`config.mk`:
```
export PLATFORM = sky130hd
export DESIGN_NAME = mac_dot_sequencer
export DESIGN_NICKNAME = d
export VERILOG_FILES = /design/src/rtl/mac_dot_sequencer.sv
export SDC_FILE = /design/constraint.sdc
export NUM_CORES = 1
export LEC_CHECK = 0
export CELL_PAD_IN_SITES_DETAIL_PLACEMENT = 1
export CELL_PAD_IN_SITES_GLOBAL_PLACEMENT = 2
export CORE_ASPECT_RATIO = 1.75
export CORE_MARGIN = 2
export CORE_UTILIZATION = 35
export DETAILED_ROUTE_END_ITERATION = 7
export DONT_BUFFER_PORTS = 1
export GPL_TIMING_DRIVEN = 0
export HOLD_SLACK_MARGIN = 0.03
export PLACE_DENSITY = 0.88
export SLEW_MARGIN = 40
export SYNTH_ARGS = -nofsm -noshare
export SYNTH_HDL_FRONTEND = slang
export SYNTH_SLANG_ARGS = --single-unit
```
`constraint.sdc`:
```
create_clock -name clk_i -period 2.5 [get_ports clk_i]
set_clock_uncertainty 0.2 [all_clocks]
set_input_delay 0 -clock clk_i [delete_from_list [all_inputs] [get_ports clk_i]]
set_output_delay 0 -clock clk_i [all_outputs]
set_load 0.1 [all_outputs]
```
`src/rtl/mac_dot_sequencer.sv`:
```
// Job sequencer for the mac accumulator: streams len operand pairs into the mac,
// waits out its pipeline, then requantizes the accumulator to int8 on a valid/ready port.
module mac_dot_sequencer #(
  parameter int DATA_W      = 8,
  parameter int ACC_W       = 24,
  parameter int LEN_W       = 8,
  parameter int MAC_LATENCY = 1,
  parameter int OUT_SHIFT   = 0
) (
  input  logic              clk_i,
  input  logic              reset_i,
  input  logic              start_i,
  input  logic [LEN_W-1:0]  len_i,
  input  logic              relu_en_i,
  output logic              busy_o,
  input  logic              in_valid_i,
  output logic              in_ready_o,
  input  logic [DATA_W-1:0] in_a_i,
  input  logic [DATA_W-1:0] in_b_i,
  output logic              mac_clr_o,
  output logic              mac_en_o,
  output logic [DATA_W-1:0] mac_a_o,
  output logic [DATA_W-1:0] mac_b_o,
  input  logic [ACC_W-1:0]  mac_out_i,
  output logic              res_valid_o,
  input  logic              res_ready_i,
  output logic [DATA_W-1:0] res_data_o,
  output logic [ACC_W-1:0]  res_acc_o
);

  localparam int CNT_W = $clog2(MAC_LATENCY + 2);
  localparam logic signed [ACC_W:0] RND  = (ACC_W+1)'(2**OUT_SHIFT / 2);
  localparam logic signed [ACC_W:0] MAXV = (ACC_W+1)'(2**(DATA_W-1) - 1);
  localparam logic signed [ACC_W:0] MINV = ~MAXV;

  typedef enum logic [2:0] {IDLE, CLEAR, STREAM, DRAIN, OUTPUT} state_t;

  state_t            state_q, state_d;
  logic [LEN_W-1:0]  rem_q, rem_d;
  logic [CNT_W-1:0]  dcnt_q, dcnt_d;
  logic              relu_q, relu_d;
  logic              busy_q, busy_d;
  logic              mac_clr_q, mac_clr_d;
  logic              mac_en_q, mac_en_d;
  logic [DATA_W-1:0] mac_a_q, mac_a_d, mac_b_q, mac_b_d;
  logic              res_valid_q, res_valid_d;
  logic [DATA_W-1:0] res_data_q, res_data_d;
  logic [ACC_W-1:0]  res_acc_q, res_acc_d;

  logic signed [ACC_W:0]  rq_sum, rq_sh;
  logic [DATA_W-1:0]      rq_val;
  logic                   xfer;

  assign in_ready_o = (state_q == STREAM) && (rem_q != '0);
  assign xfer       = in_valid_i && in_ready_o;

  // Round half up at ACC_W+1 bits so the rounding add can never wrap.
  always_comb begin
    rq_sum = $signed({mac_out_i[ACC_W-1], mac_out_i}) + RND;
    rq_sh  = rq_sum >>> OUT_SHIFT;
    if (rq_sh > MAXV)      rq_val = MAXV[DATA_W-1:0];
    else if (rq_sh < MINV) rq_val = MINV[DATA_W-1:0];
    else                   rq_val = rq_sh[DATA_W-1:0];
    if (relu_q && rq_val[DATA_W-1]) rq_val = '0;
  end

  always_comb begin
    state_d     = state_q;
    rem_d       = rem_q;
    dcnt_d      = dcnt_q;
    relu_d      = relu_q;
    busy_d      = busy_q;
    mac_clr_d   = 1'b0;
    mac_en_d    = 1'b0;
    mac_a_d     = mac_a_q;
    mac_b_d     = mac_b_q;
    res_valid_d = res_valid_q;
    res_data_d  = res_data_q;
    res_acc_d   = res_acc_q;
    case (state_q)
      IDLE: if (start_i) begin
        rem_d     = len_i;
        relu_d    = relu_en_i;
        busy_d    = 1'b1;
        mac_clr_d = 1'b1;
        state_d   = CLEAR;
      end
      CLEAR: begin
        dcnt_d  = '0;
        state_d = (rem_q != '0) ? STREAM : DRAIN;
      end
      STREAM: if (xfer) begin
        mac_a_d  = in_a_i;
        mac_b_d  = in_b_i;
        mac_en_d = 1'b1;
        rem_d    = rem_q - 1'b1;
        if (rem_q == LEN_W'(1)) begin
          dcnt_d  = '0;
          state_d = DRAIN;
        end
      end
      DRAIN: begin
        // The last product lands in mac_out MAC_LATENCY cycles after its enable.
        if (dcnt_q == CNT_W'(MAC_LATENCY)) begin
          res_acc_d   = mac_out_i;
          res_data_d  = rq_val;
          res_valid_d = 1'b1;
          state_d     = OUTPUT;
        end else begin
          dcnt_d = dcnt_q + 1'b1;
        end
      end
      OUTPUT: if (res_ready_i) begin
        res_valid_d = 1'b0;
        busy_d      = 1'b0;
        state_d     = IDLE;
      end
      default: state_d = IDLE;
    endcase
  end

  always_ff @(posedge clk_i) begin
    if (!reset_i) begin
      state_q     <= IDLE;
      rem_q       <= '0;
      dcnt_q      <= '0;
      relu_q      <= 1'b0;
      busy_q      <= 1'b0;
      mac_clr_q   <= 1'b1;
      mac_en_q    <= 1'b0;
      mac_a_q     <= '0;
      mac_b_q     <= '0;
      res_valid_q <= 1'b0;
      res_data_q  <= '0;
      res_acc_q   <= '0;
    end else begin
      state_q     <= state_d;
      rem_q       <= rem_d;
      dcnt_q      <= dcnt_d;
      relu_q      <= relu_d;
      busy_q      <= busy_d;
      mac_clr_q   <= mac_clr_d;
      mac_en_q    <= mac_en_d;
      mac_a_q     <= mac_a_d;
      mac_b_q     <= mac_b_d;
      res_valid_q <= res_valid_d;
      res_data_q  <= res_data_d;
      res_acc_q   <= res_acc_d;
    end
  end

  assign busy_o      = busy_q;
  assign mac_clr_o   = mac_clr_q;
  assign mac_en_o    = mac_en_q;
  assign mac_a_o     = mac_a_q;
  assign mac_b_o     = mac_b_q;
  assign res_valid_o = res_valid_q;
  assign res_data_o  = res_data_q;
  assign res_acc_o   = res_acc_q;

endmodule

```
==> run metrics <==
status completed; Clk Latency, worst-skew pair approximately 330 ps; Post-Route WL approximately 10000 um; MaxCap Viol Count 0; CTS clk-pin slew, worst paths 50 ps; n_diodes 0; crit end category output port; count leader, synth dfxtp_1; # IOs between 100 and 150; Site Rows 44; initial antenna violation count 0; dominant synthesized flop cell dfxtp_1; Starting Density between 30% and 40%; sequence of cells on the critical path buf_2, or3b_1, clkbuf_1, buf_2, nor2_4; Root Buffer clkbuf_16; crit path kind flop to output port; pre-CTS WS between 100 and 150 ps; ys async rst share 0%; Worst Hold Class input port to flop; sequential cell area between 1000 and 1500 sq um; post-place instance area roughly 3100 sq um; RSZ-0062 raised after global routing false; Die Ht ~130 um; Synth Warn # 0; Seq/Total Area, Yosys a little under half; top cells by area, synth dfxtp_1 45%, nand2_1 7.8%, a21oi_1 7.7%, mux2i_1 6.5%, nor2_1 4.4%; number of global-route vias before repair around 3,000; clock sinks 66; achievable frequency about 0.42 GHz; first-pass GRT wire length 15,860 um; final setup TNS 0 ps; top-area cell type share of the netlist area between 40% and 50%; Final Instance Area 3969 sq um; nets 471; Max clock buf depth 2; peak supply drop between 300 and 400 uV; worst endpoint required time approximately 2300 ps; slowest stage delay, CP 520 ps; final std cells w/o fill 511; pwr/cell area 759.5 nW/um^2; post-route ant nets 0; DRC errors left 0; final core occ 48.38%; TritonCTS Buffers 9; WL/cell between 15 and 20 um; #FFs+latches synth between 60 and 70; Post-CTS Setup Bufs 0; final setup margin roughly 110 ps; die area roughly 9100 sq um; vias per cell about 5.6; Die Span X approximately 73 um; Syn-to-layout area delta 35.50%; Port-buffer cells 0; Yosys top cell by area dfxtp_1; Final setup viols 0; slew margin rel. roughly two fifths; gr usage total between 20% and 30%; share of layout cells above drive strength 1 about a fifth; Vias 2,875; P_leak around 0.0015 uW; startpoint types flop; DR pass1 iterations 4; GP Congestion approximately 0.9; syn nets around 410; Synth cell types 46; TritonCTS clock tree done; syn_area_per_cell about 8.4 sq um; Slew @ Worst Pin around 860 ps; CP max-delay cell nor2_4; HPWL Detailed between 6000 and 7000 um; Worst EP arrival 2190 ps; Initial DRC Count 60; crit path max fanout 10; cell family with most CP delay simple AND/OR/NAND/NOR gates; largest net degree at the start of global routing 11; Core Box Area ~8200 sq um; Placed Cells approximately 440; GR Overflow Total 0; H-tree depth 3; Slew Viols, Final 0; Syn Inst Count 349; Post-synth EDFFs 0; cell mode on critical path buf_2; Mapped Area just under 3000 sq um; Tcrit/Tclk final a little over nine tenths; fillers 940; top cells by count, synth 66 x dfxtp_1, 61 x nand2_1, 45 x a21oi_1, 34 x nor2_1, 19 x mux2i_1; Hold Vio Cnt, Final 0; CP bufs+invs 3; fin crit period ~2400 ps; Multi-input gate area 1458 sq um
## worst min-delay path, cell delays in order
cell and delay, ps:
o21ai_0 70, a21o_1 260, o22ai_1 190
## stage by stage
step                      total power, uW  hold slack (ps)
after floorplan                      1571           -63.95
after global placement               1652           -62.56
after detailed placement             1672           -63.61
after CTS                            3018            39.90
after global routing                 3128            99.97
final                                3014            45.42
## cell usage in the layout (no fill, tap or decap), types with 4 or more instances in the layout
cell and n:
a211oi_1 7, a21oi_1 45, a31oi_1 7, buf_2 5, clkbuf_1 17, clkbuf_16 9
clkbuf_8 5, dfxtp_1 14, dfxtp_2 52, dlygate4sd3_1 54, inv_1 8, mux2i_1 19
nand2_1 61, nand3_1 4, nand4_1 10, nor2_1 33, nor3b_1 11, nor4_1 8
o21ai_0 5, o32ai_1 4
## repair_timing
item	4_1_cts	5_1_grt
pin swaps	1	1
cloned	0	0
hold endpoints to repair	64	0
setup endpoints to repair	1	7
hold buffers	54	0
resized for setup	1	2
## metal layers
metal  wire length [um]  up-vias  global-route usage (%)
met4                288        0                   10.35
met3                501       23                   6.285
met5                  0        -                       0
met1               3548     1402                   22.10
met2               5630       77                   41.87
li1                   -     1373                       -
## final timing paths
| path | from | to | cells after the start | slack [ps] |
|---|---|---|---|---|
| min | start_i | rem_q[2] | 3 | 50 |
| max reg2reg | rem_q[0] | dcnt_q[0] | 6 | 220 |
| min reg2reg | rem_q[7] | rem_q[7] | 2 | 270 |
| max | state_q[0] | in_ready_o | 5 | 110 |
## power by group
part / switching, uW / total [uW] / leakage [uW] / internal [uW]
Combinational: 283 / 492 / 0.000783 / 208
Sequential: 159 / 1260 / 0.000560 / 1100
Clock: 461 / 1270 / 0.000152 / 806
## kinds of logic after synthesis
logic type / after synthesis / synth area share, %
compound gates: 81 / 17.09
fa+ha+maj: 3 / 1.282
buf+inv: 34 / 5.638
flops: 66 / 45.11
mux: 19 / 6.493
simple gates: 146 / 24.39
## flip-flops by register name (all words and copies together) (netlist names)
register and cells:
state_q 3, dcnt_q 2, res_acc_o 24, rem_q 8, mac_b_o 8, mac_en_o 1
relu_q 1, busy_o 1, res_valid_o 1, mac_a_o 8, res_data_o 8, mac_clr_o 1
## final cells by class
class	count	share of cell area, %
clock inverters	1	0.1261
clock buffers	15	7.503
flip-flops and latches	66	34.93
repair buffers	54	13.62
inverters	9	0.8512
multi-input cells	249	36.73
plain buffers	25	3.342
well taps	92	2.900
No activity file was read; power rests on OpenSTA's default activity.
